===== src/rtl/w_tap_bank_pkg.sv =====
// rtl/w_tap_bank_pkg.sv - shared types and constants for the weight/tap register bank
//
// Purpose: FSM state encoding, the Q-format unity constant and the tap-index
//          width helper used by the bank, its interface and the testbench.
// Build option: W_BANK_CENTER_INIT_EN selects whether reset loads the centre
//               weight with 1.0 (identity-like start) or clears every weight.
// Ports: none (package).

package w_tap_bank_pkg;

    typedef enum logic [1:0] {
        ST_IDLE   = 2'd0,
        ST_UPDATE = 2'd1,
        ST_DONE   = 2'd2
    } state_t;

    localparam int QP_DEFAULT = 12;
    localparam int ONE_Q      = 1 << QP_DEFAULT;

    // Value 1.0 for an arbitrary number of fractional bits.
    function automatic int one_q(input int qp);
        return 1 << qp;
    endfunction

    // Width of a tap index; never narrower than one bit.
    function automatic int tap_aw(input int taps);
        return (taps > 2) ? $clog2(taps) : 1;
    endfunction

`ifdef W_BANK_CENTER_INIT_EN
    localparam bit CENTER_INIT = 1'b1;
`else
    localparam bit CENTER_INIT = 1'b0;
`endif

endpackage


===== src/rtl/w_tap_bank_if.sv =====
// rtl/w_tap_bank_if.sv - signal bundle between the tap bank, its sample source, update term and reader
//
// Purpose: groups the sample handshake, the update-term operand/result path,
//          the weight read port and the pass status flags.
// Modports:
//   slave  - the bank: takes start/x_in/mu_error/upd_new_weight/rd_addr,
//            drives upd_mu_error/upd_x_n/upd_weight/rd_data/busy/done
//   master - the surrounding datapath (mirror image of slave)

interface w_tap_bank_if
    import w_tap_bank_pkg::*;
#(
    parameter int WIDTH = 16,
    parameter int TAPS  = 8
);
    localparam int AW = tap_aw(TAPS);

    logic             start;
    logic [WIDTH-1:0] x_in;
    logic [WIDTH-1:0] mu_error;
    logic [WIDTH-1:0] upd_mu_error;
    logic [WIDTH-1:0] upd_x_n;
    logic [WIDTH-1:0] upd_weight;
    logic [WIDTH-1:0] upd_new_weight;
    logic [AW-1:0]    rd_addr;
    logic [WIDTH-1:0] rd_data;
    logic             busy;
    logic             done;

    modport slave (
        input  start, x_in, mu_error, upd_new_weight, rd_addr,
        output upd_mu_error, upd_x_n, upd_weight, rd_data, busy, done
    );

    modport master (
        output start, x_in, mu_error, upd_new_weight, rd_addr,
        input  upd_mu_error, upd_x_n, upd_weight, rd_data, busy, done
    );

endinterface


===== src/rtl/w_tap_delay_line.sv =====
// rtl/w_tap_delay_line.sv - TAPS-deep input sample delay line with parallel outputs
//
// Purpose: on load, taps[0] takes din and every older sample moves one slot
//          deeper; the oldest sample falls off the end.
// Ports:
//   clk   in  system clock
//   rst_n in  asynchronous active-low clear
//   load  in  shift enable
//   din   in  new sample
//   taps  out all stored samples, taps[0] newest

module w_tap_delay_line #(
    parameter int WIDTH = 16,
    parameter int TAPS  = 8
) (
    input  logic                        clk,
    input  logic                        rst_n,
    input  logic                        load,
    input  logic [WIDTH-1:0]            din,
    output logic [TAPS-1:0][WIDTH-1:0]  taps
);

    always_ff @(posedge clk or negedge rst_n) begin
        if (!rst_n) begin
            taps <= '0;
        end else if (load) begin
            taps <= {taps[TAPS-2:0], din};
        end
    end

endmodule


===== src/rtl/w_tap_bank.sv =====
// rtl/w_tap_bank.sv - FIR weight bank and tap delay line sequenced around the weight-update term
//
// Purpose: each accepted start shifts in a new sample, latches mu_error and
//          walks c = 0..TAPS, presenting x[c] and (one cycle later) weight[c-1]
//          to the update term and writing its result back into weight[c-1].
//          A DONE cycle then pulses done. Starts while busy are dropped.
// Build option: W_BANK_CENTER_INIT_EN (reset weight[TAPS/2] = 1.0).
// Ports:
//   clk   in     system clock, rising edge
//   reset in     asynchronous active-low reset, clears everything
//   bus   slave  start/x_in/mu_error in, upd_* operands out, upd_new_weight in,
//                rd_addr in / rd_data out (combinational), busy/done out

module w_tap_bank
    import w_tap_bank_pkg::*;
#(
    parameter int WIDTH = 16,
    parameter int QP    = 12,
    parameter int TAPS  = 8,
    parameter int AW    = tap_aw(TAPS)
) (
    input  logic          clk,
    input  logic          reset,
    w_tap_bank_if.slave   bus
);

    localparam int CW = $clog2(TAPS + 1);
    typedef logic [CW-1:0] cnt_t;
    localparam cnt_t             LAST  = cnt_t'(TAPS);
    localparam logic [WIDTH-1:0] ONE_W = WIDTH'(one_q(QP));

    state_t                      state, state_n;
    cnt_t                        cnt, cnt_n, cnt_m1;
    logic                        shift_en;
    logic                        wr_en;
    logic [WIDTH-1:0]            mu_hold;
    logic [WIDTH-1:0]            weight [TAPS];
    logic [TAPS-1:0][WIDTH-1:0]  x_tap;
    logic [AW-1:0]               x_idx;
    logic [AW-1:0]               w_idx;

    w_tap_delay_line #(
        .WIDTH (WIDTH),
        .TAPS  (TAPS)
    ) u_delay (
        .clk   (clk),
        .rst_n (reset),
        .load  (shift_en),
        .din   (bus.x_in),
        .taps  (x_tap)
    );

    // Weight index trails the sample index by one cycle to line up with the
    // registered product inside the update term.
    assign cnt_m1 = cnt - cnt_t'(1);
    assign x_idx  = cnt[AW-1:0];
    assign w_idx  = cnt_m1[AW-1:0];
    assign wr_en  = (state == ST_UPDATE) && (cnt != '0);

    always_ff @(posedge clk or negedge reset) begin
        if (!reset) begin
            state <= ST_IDLE;
            cnt   <= '0;
        end else begin
            state <= state_n;
            cnt   <= cnt_n;
        end
    end

    always_comb begin
        state_n  = state;
        cnt_n    = cnt;
        shift_en = 1'b0;
        case (state)
            ST_IDLE: begin
                if (bus.start) begin
                    shift_en = 1'b1;
                    cnt_n    = '0;
                    state_n  = ST_UPDATE;
                end
            end
            ST_UPDATE: begin
                if (cnt == LAST) begin
                    state_n = ST_DONE;
                end else begin
                    cnt_n = cnt + cnt_t'(1);
                end
            end
            ST_DONE: begin
                state_n = ST_IDLE;
            end
            default: begin
                state_n = ST_IDLE;
            end
        endcase
    end

    always_ff @(posedge clk or negedge reset) begin
        if (!reset) begin
            mu_hold <= '0;
        end else if (shift_en) begin
            mu_hold <= bus.mu_error;
        end
    end

    always_ff @(posedge clk or negedge reset) begin
        if (!reset) begin
            for (int i = 0; i < TAPS; i++) begin
                weight[i] <= (CENTER_INIT && (i == TAPS / 2)) ? ONE_W : '0;
            end
        end else if (wr_en) begin
            weight[w_idx] <= bus.upd_new_weight;
        end
    end

    // Operands are forced to zero outside their valid slots so the term sees
    // a clean zero product at c=TAPS and a zero weight at c=0.
    always_comb begin
        bus.upd_x_n    = '0;
        bus.upd_weight = '0;
        if (state == ST_UPDATE) begin
            if (cnt != LAST) begin
                bus.upd_x_n = x_tap[x_idx];
            end
            if (cnt != '0) begin
                bus.upd_weight = weight[w_idx];
            end
        end
    end

    assign bus.upd_mu_error = mu_hold;
    assign bus.busy         = (state != ST_IDLE);
    assign bus.done         = (state == ST_DONE);

    generate
        if ((1 << AW) == TAPS) begin : g_rd_full
            assign bus.rd_data = weight[bus.rd_addr];
        end else begin : g_rd_guard
            assign bus.rd_data = (bus.rd_addr < AW'(TAPS)) ? weight[bus.rd_addr] : '0;
        end
    endgenerate

endmodule


===== src/flat_wrapper.sv =====
// flat-port wrapper written by rule: the top's interface ports become plain ports
module w_tap_bank_flat import w_tap_bank_pkg::*;
#(
    parameter int WIDTH = 16,
    parameter int QP    = 12,
    parameter int TAPS  = 8,
    parameter int AW    = tap_aw(TAPS)
)
  (clk, reset, bus_start, bus_x_in, bus_mu_error, bus_upd_new_weight, bus_rd_addr, bus_upd_mu_error, bus_upd_x_n, bus_upd_weight, bus_rd_data, bus_busy, bus_done);
  w_tap_bank_if #(.WIDTH(WIDTH), .TAPS(TAPS)) bus_i ();
  input  logic clk;
  input  logic reset;
  input wire logic [$bits(bus_i.start)-1:0] bus_start;
  input wire logic [$bits(bus_i.x_in)-1:0] bus_x_in;
  input wire logic [$bits(bus_i.mu_error)-1:0] bus_mu_error;
  input wire logic [$bits(bus_i.upd_new_weight)-1:0] bus_upd_new_weight;
  input wire logic [$bits(bus_i.rd_addr)-1:0] bus_rd_addr;
  output wire logic [$bits(bus_i.upd_mu_error)-1:0] bus_upd_mu_error;
  output wire logic [$bits(bus_i.upd_x_n)-1:0] bus_upd_x_n;
  output wire logic [$bits(bus_i.upd_weight)-1:0] bus_upd_weight;
  output wire logic [$bits(bus_i.rd_data)-1:0] bus_rd_data;
  output wire logic [$bits(bus_i.busy)-1:0] bus_busy;
  output wire logic [$bits(bus_i.done)-1:0] bus_done;
  assign bus_i.start = bus_start;
  assign bus_i.x_in = bus_x_in;
  assign bus_i.mu_error = bus_mu_error;
  assign bus_i.upd_new_weight = bus_upd_new_weight;
  assign bus_i.rd_addr = bus_rd_addr;
  assign bus_upd_mu_error = bus_i.upd_mu_error;
  assign bus_upd_x_n = bus_i.upd_x_n;
  assign bus_upd_weight = bus_i.upd_weight;
  assign bus_rd_data = bus_i.rd_data;
  assign bus_busy = bus_i.busy;
  assign bus_done = bus_i.done;
  w_tap_bank #(.WIDTH(WIDTH), .QP(QP), .TAPS(TAPS), .AW(AW)) u_core (.clk(clk), .reset(reset), .bus(bus_i));
endmodule

===== config.mk =====
export PLATFORM = sky130hd
export DESIGN_NAME = w_tap_bank_flat
export DESIGN_NICKNAME = d
export VERILOG_FILES = /design/src/rtl/w_tap_bank_pkg.sv /design/src/rtl/w_tap_bank_if.sv /design/src/rtl/w_tap_delay_line.sv /design/src/rtl/w_tap_bank.sv /design/src/flat_wrapper.sv
export SDC_FILE = /design/constraint.sdc
export NUM_CORES = 1
export LEC_CHECK = 0
export BUFFER_PORTS_ARGS = -buffer_cell sky130_fd_sc_hd__buf_2
export CELL_PAD_IN_SITES_DETAIL_PLACEMENT = 0
export CELL_PAD_IN_SITES_GLOBAL_PLACEMENT = 1
export CORE_MARGIN = 4
export CORE_UTILIZATION = 55
export DETAILED_ROUTE_END_ITERATION = 8
export GPL_TIMING_DRIVEN = 0
export PLACE_DENSITY_LB_ADDON = 0.1
export REMOVE_ABC_BUFFERS = 1
export SYNTH_ARGS = -nofsm -noshare
export SYNTH_HDL_FRONTEND = slang
export SYNTH_HIERARCHICAL = 1
export SYNTH_SLANG_ARGS = --single-unit

===== constraint.sdc =====
create_clock -name clk -period 9.22 [get_ports clk]
set_input_delay 2.766 -clock clk [delete_from_list [all_inputs] [get_ports clk]]
set_output_delay 2.766 -clock clk [all_outputs]
set_load 0.05 [all_outputs]

; ---- Yosys cells after proc, flatten, opt, wreduce, memory -nomap -nowiden
; Index checks and enable logic that the tools add are counted.
; W data, S select, Z words.
[op_classes]
addsub = 2
mul = 0
n_div = 0
n_lt_le_gt_ge = 4
n_eq_ne = 7
shift = 0
muxes = 23
bitwise_logic = 2
n_reduce_logical = 8
[op_table]
columns = op, n
row1 = $mux W16, 10
row2 = $bmux W16 S3, 3
row3 = $bwmux W128, 1
row4 = $demux W16 S3, 1
row5 = $ge A4 B4 Y1 const B, 2
row6 = $mux W4, 2
row7 = $not A3 Y4, 2
row8 = $pmux W4 S2, 1
row9 = $ne A2 B2 Y1 const B, 3
row10 = $add A4 B1 Y4 const B, 1
row11 = $eq A4 B4 Y1 const B, 1
row12 = $lt A3 B4 Y1 const B, 1
row13 = $lt A4 B1 Y1 const B, 1
row14 = $mux W2, 2
row15 = $ne A4 B4 Y1 const B, 1
row16 = $pmux W2 S2, 1
row17 = $reduce_bool A2 Y1, 2
row18 = $reduce_bool A4 Y1, 1
row19 = $reduce_and A3 Y1, 1
row20 = $sub A3 B1 Y3 const B, 1
row21 = $eq A2 B1 Y1 const B, 1
row22 = $eq A2 B2 Y1 const B, 1
row23 = $logic_and A1 B1 Y1, 2
row24 = $logic_not A2 Y1, 1
row25 = 2 further kinds, 3
[word_totals]
ff_bits = 278
latch_bits = 0
mem_bits_rw = 0
rom_bits = 0
input_bits = 54
out_inout_bits = 66
wordCells = 65
memories = 0

; ---- Depth between registers and ports, before layout
; Gate-level depths: netlist (run 1).
[logic_depth]
ltp_word = 7
mapped_depth = 10
mapped_depth_nobuf = 6

; ---- Modules after synthesis
; The synthesis (run 1) kept the hierarchy.
[by_module_without_submodules]
columns = module, n_inst, cells_each, area_per_inst_um2, seq_area_each_um2
row1 = w_tap_bank, 1, 597, 8902.3, 3753.6
row2 = w_tap_delay_line, 1, 270, 4822.1, 3203.1

; ---- Worst setup path before layout (run 1)
; OpenSTA, ideal clock, no wires.
[synth_timing]
kind = input to output
startpoint = input port bus_rd_addr[0]
endpoint = output port bus_rd_data[10]
arrival_time_ns = 4.261
required_ns = 6.454
slack_ns = 2.193
stages = 5
n_path_buf = 3
cell_sequence = buf_2 -> buf_2 -> clkbuf_1 -> mux4_2 -> mux2_2
[synth_via]
elab_chain_len = 4
[synth_lines]
columns = item, line_no
row1 = "start, declared", flat_wrapper.sv:17  ; input wire logic [$bits(bus_i.rd_addr)-1:0] bus_rd_addr;
row2 = $not A3 Y4 (implied by the code), w_tap_bank.sv:137  ; assign bus.rd_data = weight[bus.rd_addr];
row3 = $bmux W16 S3, w_tap_bank.sv:137
row4 = $mux W16 (implied by the code) (2 in series), w_tap_bank.sv:137
row5 = "end, declared", flat_wrapper.sv:21  ; output wire logic [$bits(bus_i.rd_data)-1:0] bus_rd_data;
; Every way passes these cells. The select of a mux whose other input is x is not followed.

; ---- Final worst setup path (run 1)
[layout_timing]
startpoint = input port bus_rd_addr[1]
endpoint = output port bus_rd_data[2]
; Same word-level chain as after synthesis.

==> summary.md, run 1 <==
| Metric | Value |
|---|---|
| Total wire length | between 20000 and 30000 µm |
| Final period util | 81.4% |
| Routed wire length per instance | around 22 µm |
| DRC viols | 0 |
| Grt ovf | 0 |
| Clk buf depth | 3 |
| Final GP Congestion | 0.727 |
| Outcome | finished clean |
| Pin count of the biggest net entering global routing | 136 |
| H-tree Lvls | 1 |
| Drt first pass iters | 4 |
| Initial cell density of the core | between 50 and 60% |
| Hold Crit Class | reg -> reg |
| Worst Max-Slew Pin Slew | about 1.3 ns |
| Slew HR | 9.84% |
| Crit path max fanout | 32 |
| Syn. warnings | 6 |
| CTS tree | built |
| Fin crit period | 7.51 ns |
| Inserted Diodes | 0 |
| Worst skew pair latency | 0.54 ns |
| Worst setup path category | in -> out |
| Post-place setup slack | between 1.5 and 2 ns |
| Die Y | 166 µm |
| Critical Path RT | 6.45 ns |
| Delay-heaviest family, CP | buffers and inverters |
| Worst path max stage delay | 0.78 ns |
| Cts bufs inserted | 30 |
| Vias/cell | 5.97 |
| Number of global-route vias before repair | 8697 |
| Root buffer cell | clkbuf_16 |
| Synthesized area | 13700 µm² |
| NumNets Final | 1028 |
| Port bufs | 119 |
| Final hold violation count | 0 |
| Area grow syn2layout | 14.3% |
| Placed cell area | 14600 µm² |
| First-pass GRT wire length | ~47000 µm |
| RSZ-0062 raised after global routing | no |
| FMAX | 133 MHz |
| Core ar. | 24500 µm² |
| Number of library cell types mapped by synthesis | 41 |
| Synth Register Bits | 278 |
| Initial DRC count | 400 |
| Clock slew at reported path FFs | 0.06 ns |
| Antenna Nets Post-Route | 0 |
| Sequential element share of the synthesized area | 50.7% |
| Max Slew Vio Count | 0 |
| Syn avg cell area | 15.8 µm² |
| Crit-path most repeated cell | buf_2 |
| Die X | 166 µm |
| Cts repair resizes | 0 |
| Initial antenna violation count | 0 |
| Slowest stage cell, crit path | buf_2 |
| CP cell instances | buf_2 -> mux4_2 -> mux2_2 -> buf_2 |
| Post-CTS Hold Buffers | 0 |
| Final setup viols | 0 |
| Top-Level Pins | 120 |
| Critical Path End Type | output pin |
| HPWL after DPL | roughly 18000 µm |
| Total track usage | 20.8% |
| Die ar. | 27500 µm² |
| Arrival time worst endpoint | 4.74 ns |
| Clock Skew | 0.0142 ns |
| Routed vias | 7869 |
| Finished Cell Area | 15700 µm² |
| Fraction of layout cells with a size suffix above 1 | 59.4% |
| Max-cap violations | 0 |
| # clock sinks | around 280 |
| Number of setup buffers added after CTS | 0 |
| Row count | 57 |
| Cells after synthesis | ~870 |
| Bufs and invs on worst path | 2 |
| Crit path launch type | primary input |
| PnR worst setup slack | roughly 1.7 ns |
| Fin Hold WS | 0.499 ns |
cells in the final DEF, fill, tap and decap left out, types with 2 or more instances in the layout:
cell,Yosys,routed
a22o_1,3,3
nand3_1,17,17
mux4_2,96,96
nand3_2,4,4
o21ai_2,0,2
buf_16,0,4
nor3_4,2,2
clkinv_2,0,10
o22ai_1,16,16
clkbuf_1,11,2
dfrtp_1,278,276
buf_2,24,118
nor3b_4,2,2
nor3_1,3,3
buf_12,2,5
buf_8,0,4
mux2_2,269,269
mux2_4,20,20
clkbuf_16,0,31
clkbuf_8,8,6
nor3b_1,3,3
ha_1,3,2
bufinv_16,0,6
inv_1,52,52
o21ai_0,16,16
nor2_1,4,4
worst paths after layout:
| path | from | to | slack, ns | cells after the start |
|---|---|---|---|---|
| min in group asynchronous | reset | u_core/weight[14] | 2.16 | 1 |
| hold / removal | u_core/bus.upd_mu_error[14] | u_core/bus.upd_mu_error[14] | 0.50 | 1 |
| max in group asynchronous | reset | u_core/bus.upd_mu_error[4] | 5.63 | 3 |
| hold reg to reg | u_core/bus.upd_mu_error[14] | u_core/bus.upd_mu_error[14] | 0.50 | 1 |
| setup / recovery | bus_rd_addr[1] | bus_rd_data[2] | 1.71 | 4 |
| setup reg to reg | u_core/cnt[0] | u_core/weight[65] | 5.25 | 7 |
cells by family (layout without fill, tap and decap cells):
logic type               Yosys count  in the layout  synth area share, %
buffers and inverters            111            239                 4.52
XOR/XNOR                           4              4                0.365
AO/OA/AOI/OAI                     39             39                 1.70
adder cells (fa/ha/maj)            3              3                0.274
flip-flops                       278            278                 50.7
multiplexers                     385            385                 40.0
AND/OR/NAND/NOR                   47             47                 2.44
through the flow:
step	cells	TNS (ns)	util, %
2_1_floorplan	808	0	-
3_3_place_gp	1251	-20.12	58.5
3_5_place_dp	1263	0	59.6
4_1_cts	1319	0	64.1
5_1_grt	1319	0	64.1
6_report	1319	0	64.1
layer usage:
layer	global-route usage [%]	up-vias	share of wire, %	wire length (µm)
met5	0	-	0	0
met4	5.31	0	2.1	609
met3	3.64	54	5.6	1620
met2	38.1	200	53	15400
met1	25.7	4156	39	11300
li1	-	3459	-	-
registers in the layout (all words and copies together), names as in the netlist:
register and flops:
u_core/u_delay/taps 128, u_core/weight 128, u_core/state 2, u_core/bus.upd_mu_error 16, u_core/cnt 4
area by class of cell:
cell class / count / area (µm²)
inverters: 52 / 195
well taps: 324 / 405
clock buffers: 39 / 866
multi-input cells: 478 / 6160
repair buffers: 131 / 861
clock inverters: 17 / 238
flip-flops and latches: 278 / 6960
fillers: 1731 / 8770
cell usage after synthesis, drive strengths merged:
cell,number,share of area [%]
nor2b,2,0.091
inv,52,1.4
or3,1,0.082
nand4,1,0.046
a22o,3,0.19
or2,1,0.046
clkbuf,20,1.1
mux4,96,16
dfrtp,278,51
and2b,1,0.055
nor3b,5,0.44
a41oi,1,0.064
o21bai,1,0.055
nand3,21,0.91
mux2,289,24
nand2b,1,0.064
nor3,6,0.42
nand2,1,0.027
xnor2,2,0.18
nor2,5,0.15
and3b,1,0.064
o21ai,18,0.66
xor2,2,0.18
and2,1,0.046
o22ai,16,0.73
buf,39,2.0
ha,3,0.27
Power of run 1 is not shown: default switching activity piles up to over one toggle a cycle in this logic, so the estimate is an artifact.
==> inputs of run 2 (changes only) <==
--- a/config.mk
+++ b/config.mk
@@ -5,11 +5,12 @@
 export SDC_FILE = /design/constraint.sdc
 export NUM_CORES = 1
 export LEC_CHECK = 0
+export ABC_AREA = 1
 export BUFFER_PORTS_ARGS = -buffer_cell sky130_fd_sc_hd__buf_2
 export CELL_PAD_IN_SITES_DETAIL_PLACEMENT = 0
 export CELL_PAD_IN_SITES_GLOBAL_PLACEMENT = 1
 export CORE_MARGIN = 4
-export CORE_UTILIZATION = 55
+export CORE_UTILIZATION = 40
 export DETAILED_ROUTE_END_ITERATION = 8
 export GPL_TIMING_DRIVEN = 0
 export PLACE_DENSITY_LB_ADDON = 0.1
==> constraint.sdc (replaced) <==
create_clock -name clk -period 6.1 [get_ports clk]
set_input_delay 1.83 -clock clk [delete_from_list [all_inputs] [get_ports clk]]
set_output_delay 1.83 -clock clk [all_outputs]
set_load 0.05 [all_outputs]
==> summary.md, run 2 <==
| Metric | Value |
|---|---|
| Inserted Diodes | 0 |
| Initial cell density of the core | 40.8% |
| CTS tree | built |
| Initial DRC count | 864 |
| Core ar. | 36900 µm² |
| Final GP Congestion | roughly 0.76 |
| Syn. warnings | 6 |
| Top cells by area, synth | dfrtp_1 (46%), nand2_1 (27%), o21ai_0 (5.3%) |
| Vias/cell | 4.88 |
| Synth area leader | dfrtp_1 |
| HPWL after DPL | 23500 µm |
| Ys flop type | dfrtp_1 |
| Most frequent cells after synthesis | nand2_1 (1073), dfrtp_1 (278), o21ai_0 (158), inv_1 (153), nand3_1 (132) |
| Final setup viols | 0 |
| Commonest non-fill, non-tap cell in the layout | nand2_1 |
| Number of setup buffers added after CTS | 0 |
| Cells after synthesis | 2188 |
| Area grow syn2layout | 11.5% |
| DRC viols | 0 |
| Total track usage | 21.0% |
| Crit path max fanout | 69 |
| Placed Cells | roughly 2700 |
| Final hold violation count | 0 |
| Clock Skew | 0.0106 ns |
| Fraction of layout cells with a size suffix above 1 | under 10% |
| Drt first pass iters | 5 |
| RSZ-0062 raised after global routing | no |
| Core Util, Final | a little under half |
| Slowest stage cell, crit path | dfrtp_4 |
| Number of global-route vias before repair | 12800 |
| Worst path max stage delay | between 0.6 and 0.7 ns |
| Row count | 70 |
| Sequential element share of the synthesized area | 46.2% |
| Worst Max-Slew Pin Slew | 0.953 ns |
| Bufs and invs on worst path | 6 |
| Fin Hold WS | 0.470 ns |
| Synth Register Bits | 278 |
| NumNets Final | 2264 |
| Slew HR | 36.3% |
| Worst skew pair latency | approximately 0.51 ns |
| # clock sinks | 278 |
| Clock slew at reported path FFs | 0.06 ns |
| Outcome | finished clean |
| PnR worst setup slack | 0.251 ns |
| Number of library cell types mapped by synthesis | 26 |
| Critical Path End Type | output pin |
| Delay-heaviest family, CP | buffers and inverters |
| Post-CTS Hold Buffers | 0 |
| First-pass GRT wire length | 70000 µm |
| Final Instance Count excl. Fillers | roughly 2700 |
| Critical Path RT | roughly 4.3 ns |
| Die X | 202 µm |
| FMAX | approximately 170 MHz |
| Most frequent cell after synthesis | nand2_1 |
| Total wire length | 43200 µm |
| Arrival time worst endpoint | 4.02 ns |
| Max-cap violations | 0 |
| Pleak | around 9.1 nW |
| Post-synth top area share | 46.2% |
| Pin count of the biggest net entering global routing | 96 |
| VDD IR max | 0.000404 V |
| H-tree Lvls | 2 |
| EDFF count, synth | 0 |
| Die ar. | 40800 µm² |
| Post-place setup slack | 0.101 ns |
| Top-Level Pins | 120 |
| Cts bufs inserted | 34 |
| Root buffer cell | clkbuf_16 |
| Routed vias | 13300 |
| P per Cell Area | 659 nW/µm² |
| Ys async rst share | 100% |
| Hold Crit Class | reg -> reg |
| Max Slew Vio Count | 0 |
| Worst setup path category | reg -> out |
| Crit path launch type | register |
| Cts repair resizes | 2 |
| Synthesized area | 15100 µm² |
| Commonest non-fill, non-tap cells in the layout | nand2_1 (1073), dfrtp_1 (275), o21ai_0 (158) |
| Routed wire length per instance | between 15 and 20 µm |
| Clk buf depth | 3 |
| Aggregate negative setup slack | 0 ns |
| Die Y | 202 µm |
| Fin crit period | 5.85 ns |
| Syn avg cell area | 6.88 µm² |
| Grt ovf | 0 |
| Port bufs | 119 |
| Antenna Nets Post-Route | 0 |
| Final period util | 95.9% |
| Initial antenna violation count | 2 |
| CP cell instances | buf_16 -> buf_16 -> inv_6 -> ha_2 -> buf_12 -> clkinv_4 -> nand3_1 -> nand2_1 -> nand2_1 -> a21oi_1 -> buf_2 |
-- run 2: cell types whose count changed in the layout (fill, tap and decap cells not counted), sizes merged, moves of 3 or more --
| cell | before | now |
|---|---|---|
| inv | 52 | 161 |
| o21ai | 18 | 162 |
| mux4 | 96 | 0 |
| nor3b | 5 | 0 |
| a21oi | 0 | 80 |
| nand3 | 21 | 134 |
| o22ai | 16 | 2 |
| mux2 | 289 | 0 |
| nand2 | 1 | 1080 |
| bufinv | 6 | 0 |
| a22o | 3 | 0 |
| nor2 | 5 | 136 |
| nor3 | 6 | 1 |
| clkbuf | 39 | 49 |
-- run 2: metrics by stage --
step	power, mW	instance area (µm²)
2_1_floorplan	7.33	14100
3_3_place_gp	9.12	15400
5_1_grt	12.0	16800
6_report	11.1	16800
4_1_cts	11.2	16800
3_5_place_dp	9.15	15700
-- run 2: logic make-up after synthesis --
kind of cell | after synthesis | share of synthesized area (%)
and+or+nand+nor | 1351 | 35.2
xor gates and xnor gates | 1 | 0.0582
AOI/OAI and AO/OA | 244 | 8.13
adders and majority gates | 3 | 0.249
DFF | 278 | 46.2
buffers and inverters | 311 | 10.1
-- run 2: worst register-to-register path, delay by kind of cell, from the launching register on --
| family | cells | cell delay, ns |
|---|---|---|
| fa+ha+maj | 1 | 0.34 |
| flops | 1 | 0.72 |
| simple gates | 6 | 1.51 |
| buf+inv | 5 | 1.44 |
-- run 2: worst paths after layout --
| check | startpoint | to | slack [ns] | depth (start not counted) |
|---|---|---|---|---|
| worst max-delay path | u_core/cnt[0] | bus_upd_weight[8] | 0.25 | 11 |
| worst min-delay path | u_core/u_delay/taps[121] | u_core/u_delay/taps[121] | 0.47 | 2 |
| worst max register to register | u_core/cnt[0] | u_core/weight[8] | 1.96 | 12 |
| worst min register to register | u_core/u_delay/taps[121] | u_core/u_delay/taps[121] | 0.47 | 2 |
| max in group asynchronous | reset | u_core/weight[38] | 3.44 | 3 |
| min in group asynchronous | reset | u_core/u_delay/taps[2] | 1.28 | 1 |
-- run 2: report_power, final --
| group | switching [mW] | internal [mW] | total [mW] |
|---|---|---|---|
| Clock | 0.794 | 1.15 | 1.95 |
| Sequential | 0.607 | 2.69 | 3.30 |
| Combinational | 4.24 | 1.57 | 5.80 |
| Total | 5.64 | 5.41 | 11.1 |
-- run 2: area by class of cell --
| cell class | count | area, µm² |
|---|---|---|
| clock buffer | 48 | 1010 |
| clock inverter | 9 | 51.3 |
| fill | 3931 | 20100 |
| inverter | 163 | 636 |
| multi-input combinational | 1599 | 6590 |
| sequential | 278 | 6960 |
| tap | 504 | 631 |
| timing repair buffer | 131 | 896 |
-- run 2: routing by layer --
| layer | GRT usage, % | vias up | routed length [µm] |
|---|---|---|---|
| met2 | 33.7 | 335 | 19200 |
| met4 | 4.54 | 4 | 739 |
| met5 | 0 | - | 27 |
| li1 | - | 6742 | - |
| met1 | 30.0 | 6199 | 20700 |
| met3 | 3.53 | 62 | 2590 |
Note: power is estimated with default switching activity, not from simulation.
==> inputs of run 3 (changes only) <==
--- a/config.mk
+++ b/config.mk
@@ -10,12 +10,11 @@
 export CELL_PAD_IN_SITES_DETAIL_PLACEMENT = 0
 export CELL_PAD_IN_SITES_GLOBAL_PLACEMENT = 1
 export CORE_MARGIN = 4
-export CORE_UTILIZATION = 40
+export CORE_UTILIZATION = 48
 export DETAILED_ROUTE_END_ITERATION = 8
 export GPL_TIMING_DRIVEN = 0
 export PLACE_DENSITY_LB_ADDON = 0.1
 export REMOVE_ABC_BUFFERS = 1
 export SYNTH_ARGS = -nofsm -noshare
 export SYNTH_HDL_FRONTEND = slang
-export SYNTH_HIERARCHICAL = 1
 export SYNTH_SLANG_ARGS = --single-unit
==> constraint.sdc (replaced) <==
create_clock -name clk -period 7.24 [get_ports clk]
set_input_delay 2.172 -clock clk [delete_from_list [all_inputs] [get_ports clk]]
set_output_delay 2.172 -clock clk [all_outputs]
set_load 0.05 [all_outputs]
==> summary.md, run 3 <==
| Metric | Value |
|---|---|
| Outcome | finished clean |
| Clock Skew | 0.0177 ns |
| Worst setup path category | reg -> out |
| HPWL after DPL | 21500 µm |
| Critical Path End Type | output pin |
| Crit path launch type | register |
| Fraction of layout cells with a size suffix above 1 | 11.4% |
| Hold depth | 2 |
| Routed vias | 12700 |
| Hold Path Sink | u_core.weight[99] |
| Crit path max fanout | 34 |
| Worst path max stage delay | 0.83 ns |
| Worst skew pair latency | 0.51 ns |
| Cells after synthesis | 2036 |
| Max Slew Vio Count | 0 |
| Clock slew at reported path FFs | 0.06 ns |
| Antenna Nets Post-Route | 0 |
| First-pass GRT wire length | approximately 64000 µm |
| Syn avg cell area | 7.24 µm² |
| Post-place setup slack | approximately 0.65 ns |
| Port bufs | about 120 |
| Clk buf depth | 3 |
| Number of library cell types mapped by synthesis | 25 |
| Final Instance Count excl. Fillers | 2469 |
| Total track usage | a little under a quarter |
| Ys flop type | dfrtp_1 |
| Die Y | ~180 µm |
| FMAX | 149 MHz |
| Syn. warnings | 0 |
| RSZ-0062 raised after global routing | no |
| Initial cell density of the core | between 40% and 50% |
| Placed Cells | 2409 |
| Cts repair resizes | 0 |
| Number of global-route vias before repair | between 10000 and 15000 |
| Bufs and invs on worst path | 4 |
| Fin crit period | 6.71 ns |
| Root buffer cell | clkbuf_16 |
| Initial antenna violation count | 2 |
| Die X | around 180 µm |
| Post-CTS Hold Buffers | 0 |
| Worst Max-Slew Pin Slew | 1.33 ns |
| Critical Path RT | 5.07 ns |
| Hold_sp | u_core.weight[99] |
| Most frequent cell after synthesis | nand2_1 |
| PnR worst setup slack | ~0.53 ns |
| DRC viols | 0 |
| NumNets Final | 2112 |
| Flop2flop setup slack | 2.62 ns |
| Hold Crit Class | reg -> reg |
| Sequential element share of the synthesized area | 47.2% |
| Post-synth top area share | 47.2% |
| Vias/cell | 5.13 |
| Final period util | 92.7% |
| RR Endpoint | u_core.weight[15] |
| Number of setup buffers added after CTS | 0 |
| Synthesized area | 14700 µm² |
| EDFF count, synth | 0 |
| Final hold violation count | 0 |
| Ys async rst share | 100% |
| Area grow syn2layout | 11.6% |
| Crit-path most repeated cell | nand2_1 |
| Top cells by area, synth | dfrtp_1 (47%), nand2_1 (19%), o21ai_0 (7.7%) |
| H-tree Lvls | 2 |
| Initial DRC count | 954 |
| R2R depth | 9 |
| Most frequent cells after synthesis | nand2_1 (742), dfrtp_1 (278), o21ai_0 (226), inv_1 (214), nand3_1 (139) |
| Grt ovf | 0 |
| Top-Level Pins | 120 |
| CP cell instances | clkinv_1 -> ha_2 -> buf_12 -> inv_2 -> nand3_1 -> nand2_1 -> nand2_1 -> a21oi_1 -> buf_2 |
| Final GP Congestion | 0.771 |
| Reg2reg start | u_core.cnt[1] |
| Delay-heaviest family, CP | buffers and inverters |
| Max-cap violations | 0 |
| Slowest stage cell, crit path | clkinv_1 |
| Arrival time worst endpoint | 4.54 ns |
| Routed wire length per instance | between 15 and 20 µm |
| Cts bufs inserted | 34 |
| Final setup viols | 0 |
| Commonest non-fill, non-tap cell in the layout | nand2_1 |
| Total wire length | 38900 µm |
| # clock sinks | 278 |
| Synth Register Bits | 278 |
| Core Util, Final | 54.9% |
| CTS tree | built |
| Commonest non-fill, non-tap cells in the layout | nand2_1 (741), dfrtp_1 (275), o21ai_0 (226) |
| Die ar. | 33600 µm² |
| Core ar. | 30000 µm² |
| Slew HR | a little over a tenth |
| Drt first pass iters | 5 |
| Row count | 63 |
| Pin count of the biggest net entering global routing | 119 |
| Synth area leader | dfrtp_1 |
==> run 3: worst register-to-register path, delay by kind of cell (launching register included) <==
kind / cells / cell delay [ns]
flip-flops: 1 / 0.74
buffers and inverters: 4 / 2.11
adder cells (fa/ha/maj): 1 / 0.68
AND/OR/NAND/NOR: 4 / 0.96
==> run 3: kinds of logic after synthesis <==
group	after synthesis	share of synthesized area, %
adder cells (fa/ha/maj)	3	0.255
flip-flops	278	47.2
buffers and inverters	370	10.5
AND/OR/NAND/NOR	980	27.2
AO/OA/AOI/OAI	387	13.4
multiplexers	17	1.30
XOR/XNOR	1	0.0594
==> run 3: worst max path at each step <==
| stage | from | to | cells past startpoint |
|---|---|---|---|
| 2_1_floorplan | u_core.cnt[0] | bus_upd_weight[0] | 7 |
| 3_3_place_gp | u_core.cnt[0] | bus_upd_weight[1] | 8 |
| 6_report | u_core.cnt[1] | bus_upd_weight[0] | 9 |
| 3_5_place_dp | bus_rd_addr[1] | bus_rd_data[0] | 8 |
| 5_1_grt | u_core.cnt[1] | bus_upd_weight[0] | 9 |
| 4_1_cts | u_core.cnt[1] | bus_upd_weight[0] | 9 |
==> run 3: stage by stage <==
stage	hold WS (ns)	area, µm²	setup TNS, ns
3_3_place_gp	0.456	15100	-1386.83
6_report	0.468	16500	0
2_1_floorplan	0.442	14000	-40.58
4_1_cts	0.471	16400	0
5_1_grt	0.486	16500	0
3_5_place_dp	0.458	15400	0
==> run 3: area by class of cell <==
type,instances,area [µm²]
clock inverter,4,23.8
sequential,278,6960
clock buffer,55,1020
inverter,224,846
fill,2968,13500
antenna,1,2.50
tap,390,488
multi-input combinational,1388,6250
timing repair buffer,129,858
==> run 3: metal layers <==
| metal | vias to the layer above | share of wire (%) | track usage, % |
|---|---|---|---|
| met5 | - | 0.026 | 0 |
| met4 | 2 | 2.3 | 6.35 |
| met3 | 67 | 5.0 | 3.25 |
| met2 | 285 | 47 | 39.3 |
| met1 | 5874 | 46 | 31.9 |
| li1 | 6426 | - | - |
Power of run 3 is left out for the same reason.
